**src/rtl/parking_timer_bank.sv**
```systemverilog
// Bank of independent parking-slot stay timers with a fractional prescaler,
// per-slot exit capture held for billing, and a sticky overflow flag.
module parking_timer_bank #(
  parameter int unsigned N_SLOTS   = 4,
  parameter int unsigned TIME_W    = 12,
  parameter int unsigned PRE_W     = 13,
  parameter int unsigned PRE_STEP  = 30,
  parameter int unsigned PRE_LIMIT = 60,
  parameter int unsigned MAX_TIME  = 24,
  parameter int unsigned WRAP_MODE = 1
) (
  input  logic                        clk,
  input  logic                        rst,
  input  logic [N_SLOTS-1:0]          start,
  input  logic [N_SLOTS-1:0]          clear,
  output logic [N_SLOTS*TIME_W-1:0]   time_out,
  output logic [N_SLOTS*TIME_W-1:0]   cap_time,
  output logic [N_SLOTS-1:0]          cap_valid,
  output logic [N_SLOTS-1:0]          exit_pulse,
  output logic [N_SLOTS-1:0]          ovf
);

  localparam int unsigned SUM_W = PRE_W + 1;

  typedef enum logic [1:0] {
    S_IDLE = 2'd0,
    S_RUN  = 2'd1,
    S_HOLD = 2'd2
  } state_t;

  state_t              state_q [N_SLOTS];
  state_t              state_d [N_SLOTS];
  logic [PRE_W-1:0]    pre_q   [N_SLOTS];
  logic [PRE_W-1:0]    pre_d   [N_SLOTS];
  logic [TIME_W-1:0]   time_q  [N_SLOTS];
  logic [TIME_W-1:0]   time_d  [N_SLOTS];
  logic [TIME_W-1:0]   cap_q   [N_SLOTS];
  logic [TIME_W-1:0]   cap_d   [N_SLOTS];
  logic [SUM_W-1:0]    sum     [N_SLOTS];
  logic [N_SLOTS-1:0]  tick;
  logic [N_SLOTS-1:0]  capv_q, capv_d;
  logic [N_SLOTS-1:0]  exit_q, exit_d;
  logic [N_SLOTS-1:0]  ovf_q,  ovf_d;

  // State and datapath registers
  always_ff @(posedge clk or posedge rst) begin
    if (rst) begin
      for (int i = 0; i < int'(N_SLOTS); i++) begin
        state_q[i] <= S_IDLE;
        pre_q[i]   <= '0;
        time_q[i]  <= '0;
        cap_q[i]   <= '0;
      end
      capv_q <= '0;
      exit_q <= '0;
      ovf_q  <= '0;
    end else begin
      for (int i = 0; i < int'(N_SLOTS); i++) begin
        state_q[i] <= state_d[i];
        pre_q[i]   <= pre_d[i];
        time_q[i]  <= time_d[i];
        cap_q[i]   <= cap_d[i];
      end
      capv_q <= capv_d;
      exit_q <= exit_d;
      ovf_q  <= ovf_d;
    end
  end

  // Next-state logic
  always_comb begin
    for (int i = 0; i < int'(N_SLOTS); i++) begin
      state_d[i] = state_q[i];
      case (state_q[i])
        S_IDLE:  if (start[i])  state_d[i] = S_RUN;
        S_RUN:   if (!start[i]) state_d[i] = S_HOLD;
        S_HOLD:  if (clear[i])  state_d[i] = S_IDLE;
        default: state_d[i] = S_IDLE;
      endcase
    end
  end

  // Prescaler sum is one bit wider so the carry past PRE_LIMIT is never lost
  always_comb begin
    for (int i = 0; i < int'(N_SLOTS); i++) begin
      sum[i]  = {1'b0, pre_q[i]} + SUM_W'(PRE_STEP);
      tick[i] = (sum[i] >= SUM_W'(PRE_LIMIT));
    end
  end

  // Datapath next values; capture on exit overrides a same-edge clear
  always_comb begin
    capv_d = capv_q;
    exit_d = '0;
    ovf_d  = ovf_q;
    for (int i = 0; i < int'(N_SLOTS); i++) begin
      pre_d[i]  = pre_q[i];
      time_d[i] = time_q[i];
      cap_d[i]  = cap_q[i];
      if (clear[i]) begin
        capv_d[i] = 1'b0;
        cap_d[i]  = '0;
        ovf_d[i]  = 1'b0;
      end
      case (state_q[i])
        S_RUN: begin
          if (start[i]) begin
            pre_d[i] = tick[i] ? PRE_W'(sum[i] - SUM_W'(PRE_LIMIT)) : PRE_W'(sum[i]);
            if (tick[i]) begin
              if (time_q[i] < TIME_W'(MAX_TIME)) begin
                time_d[i] = time_q[i] + TIME_W'(1);
              end else begin
                ovf_d[i] = 1'b1;
                if (WRAP_MODE != 0) time_d[i] = '0;
              end
            end
          end else begin
            cap_d[i]  = time_q[i];
            capv_d[i] = 1'b1;
            exit_d[i] = 1'b1;
            time_d[i] = '0;
            pre_d[i]  = '0;
          end
        end
        default: begin
          pre_d[i]  = '0;
          time_d[i] = '0;
        end
      endcase
    end
  end

  always_comb begin
    for (int i = 0; i < int'(N_SLOTS); i++) begin
      time_out[i*TIME_W +: TIME_W] = time_q[i];
      cap_time[i*TIME_W +: TIME_W] = cap_q[i];
    end
  end

  assign cap_valid  = capv_q;
  assign exit_pulse = exit_q;
  assign ovf        = ovf_q;

endmodule

```
**config.mk**
```make
export PLATFORM = sky130hd
export DESIGN_NAME = parking_timer_bank
export DESIGN_NICKNAME = d
export VERILOG_FILES = /design/src/rtl/parking_timer_bank.sv
export SDC_FILE = /design/constraint.sdc
export NUM_CORES = 1
export LEC_CHECK = 0
export BUFFER_PORTS_ARGS = -buffer_cell sky130_fd_sc_hd__buf_4
export CORE_UTILIZATION = 50
export CTS_BUF_LIST = sky130_fd_sc_hd__clkbuf_2
export DETAILED_ROUTE_END_ITERATION = 6
export GPL_TIMING_DRIVEN = 0
export PLACE_DENSITY = 0.67
export SYNTH_ARGS = -nofsm -noshare
export SYNTH_HDL_FRONTEND = slang
export SYNTH_SLANG_ARGS = --single-unit
export TNS_END_PERCENT = 100
```
**constraint.sdc**
```tcl
create_clock -name clk -period 6 [get_ports clk]
set_input_delay 0.6 -clock clk [delete_from_list [all_inputs] [get_ports clk]]
set_output_delay 0.6 -clock clk [all_outputs]
set_load 0.02 [all_outputs]
```
==> results.cfg <==
[route]
wl_met3_um = 916
ant_nets = 0
wl_met2_mm = 8.981
vias = 7187
viasPerCell = 5.495
wire_per_inst_um = 15.63
drt_iter0_markers = 396
dr.pass1.iters = 5
wirelength_mm = 20.45
drc = 0
routed.top_layer = met4
wl_met1_mm = 10.35

[min_path]
hold_class = in -> reg

[timing]
worst_pin_slew_ns = 1.025
rsz0062_at_grt = false
fin_skew_ns = 0.02923
slew_viol_final = 0
final_hold_viol_count = 0
max-slew-margin-rel_pct = 31.52
holdWs_ns = 0.1266
min_period_ns = 3.328
max_clock_freq_mhz = 300.5
min_period_over_period_pct = 55.47
setup_viol = 0
fin_tns_setup_ns = 0

[die]
die_area_um2 = 17800
die_x_um = 133.4
ioPinCount = 118
initial_utilization_pct = 51.70
die_h_um = 133.4
core_area_um2 = 16700
core.rowCount = 47

[clocking]
cts_buffers = 17
clk_latency_ns = 0.73
cts_resized = 0
cts_tree = built
clkTransAtPathRegs_ns = 0.24
postCtsSetupBuffers = 0
cts_sinks = 164
root_buffer = clkbuf_2
cts_max_level = 4
cts_buffer_depth = 2

[synth]
synth-compound-area-share_pct = 15.01
async_flop_share_pct = 100.0
synthSimpleGateAreaFrac_pct = 24.65
avgSynthCellArea_um2 = 9.225
synth_xor_area_share_pct = 5.985
ys_seq_elements = 164
yosysWarningCount = 0
synth_cell_types = 84
synth_top_family_by_area = simple AND/OR/NAND/NOR gates
yosys.area_share.adder_pct = 1.739
syn_inst = 936
syn_nets = 958
muxShareOfSynthArea_pct = 1.594
synthFlopType = dfrtp_1
synth_area_um2 = 8635
synth_edf_count = 0
seq_area_frac_synth_pct = 47.53

[pwr]
pwr_density_cell_nw_per_um2 = 468.8
p_int_mw = 2.608
power_frac_comb_pct = 57.0
switching_share_pct = 45.01
power_frac_seq_pct = 28.9
p_clk_share_pct = 14.1
peakVddDrop_mv = 0.2723
power_mw = 4.743
leakage_nw = 4.579
power_switching_mw = 2.135

[finish]
nets = 1097
layout_common_cells = dfrtp_1, nand2_1, buf_4
final_common_cell = dfrtp_1
layout-drive-gt1-share_pct = 17.94
fin_area_um2 = 10120
fin_util_pct = 60.59
syn2layout_area_growth_pct = 17.19

[worst_setup_path]
required_ns = 6.67
cp.arrival_ns = 4.00
crit_fanout = 10
start_kind = flop
crit_path_end_kind = flop
crit_type = reg -> reg

[global_route]
track_usage_pct = 23.89
antenna_found_initial = 1
grt_first_pass_wirelength_mm = 34.33
grt_max_degree = 128
overflow = 0
grt_pass1_vias = 6865

[status]
run_status = finished clean

[run]
maxCapViolations = 0

[place]
hpwlAfterDp_mm = 14.60
io_buffers = 117
dpl-instance-area_um2 = 9823
gp_congestion = 0.8829
registers in the layout, summed over array words and instances (netlist names):
| register | flops |
|---|---|
| cap_valid | 4 |
| state_q | 8 |
| exit_pulse | 4 |
| time_out | 48 |
| cap_time | 48 |
| pre_q | 48 |
| ovf | 4 |
per-layer routing:
metal | vias up | GRT usage (%)
li1 | 3555 | -
met1 | 3436 | 35.11
met2 | 178 | 35.85
met3 | 18 | 4.376
met4 | 0 | 7.260
met5 | - | 0
final timing paths:
kind	from	to	slack, ns	cells past startpoint
setup / recovery	pre_q[14]$_DFF_PP0_	pre_q[24]$_DFF_PP0_	2.67	11
hold / removal	start[0]	state_q[6]$_DFFE_PP0P_	0.13	2
setup reg to reg	pre_q[14]$_DFF_PP0_	pre_q[24]$_DFF_PP0_	2.67	11
hold reg to reg	state_q[7]$_DFFE_PP0P_	state_q[6]$_DFFE_PP0P_	0.50	1
max in group asynchronous	rst	pre_q[27]$_DFF_PP0_	4.71	4
min in group asynchronous	rst	exit_pulse[2]$_DFF_PP0_	0.35	3
logic make-up (layout without fill, tap and decap cells):
group / Yosys count / after routing
and+or+nand+nor: 424 / 424
AOI/OAI and AO/OA: 192 / 192
DFF: 164 / 164
buffers and inverters: 72 / 223
xor gates and xnor gates: 59 / 59
muxes: 13 / 13
adders and majority gates: 12 / 12
other: 0 / 1
area by class of cell:
type	count	area (um^2)
Fill cell	1512	6583
Multi-Input combinational cell	700	4229
Sequential cell	164	4104
Timing Repair Buffer	120	925.9
Tap cell	220	275.3
Clock inverter	14	187.7
Buffer	41	185.2
Inverter	31	123.9
Clock buffer	17	85.08
Antenna cell	1	2.502
cell usage after synthesis (6+ instances only):
library cell | count | area share, %
a21o_1 | 11 | 0.96
a21oi_1 | 27 | 1.6
a31oi_1 | 11 | 0.80
and2_1 | 17 | 1.2
and3_1 | 12 | 0.87
buf_2 | 9 | 0.52
clkbuf_1 | 25 | 1.1
dfrtp_1 | 164 | 48
ha_1 | 12 | 1.7
inv_1 | 31 | 1.3
mux2i_1 | 10 | 1.2
nand2_1 | 141 | 6.1
nand3_1 | 26 | 1.5
nand4_1 | 10 | 0.72
nor2_1 | 105 | 4.6
nor2b_1 | 12 | 0.87
nor3_1 | 31 | 1.8
nor3b_1 | 14 | 1.2
nor4_1 | 12 | 0.87
o211ai_1 | 6 | 0.52
o21a_1 | 13 | 1.1
o21ai_0 | 73 | 4.2
xnor2_1 | 45 | 4.6
xor2_1 | 14 | 1.4
power groups by stage:
stage,clock [mW],combinational [mW],sequential (mW)
after floorplan,0,2.14,1.38
after global placement,0,2.66,1.39
after detailed placement,0,2.68,1.39
after CTS,0.690,2.70,1.37
after global routing,0.733,3.02,1.39
final,0.670,2.70,1.37
metrics by stage:
stage          setup WS [ns]  std cells
6_report               2.672       1308
5_1_grt                2.446       1308
4_1_cts                2.665       1307
3_5_place_dp           2.714       1274
3_3_place_gp         -0.9701       1273
2_1_floorplan         0.9667        936
worst max-delay path, cell delays in order, from the launching register on:
cell and delay [ns]:
dfrtp_1 0.41, clkbuf_1 0.20, inv_1 0.10, ha_1 0.24
or3b_2 0.51, nand3_1 0.19, mux2i_1 0.39, a21o_1 0.21
clkbuf_1 0.38, o22ai_1 0.19, o32a_1 0.36, o211ai_1 0.09
repair_timing:
| action | in CTS | in global routing |
|---|---|---|
| setup endpoints to repair | 0 | 0 |
| endpoints found under the hold margin | 38 | 0 |
| hold buffers | 2 | 0 |
Note: power is estimated with default switching activity, not from simulation.
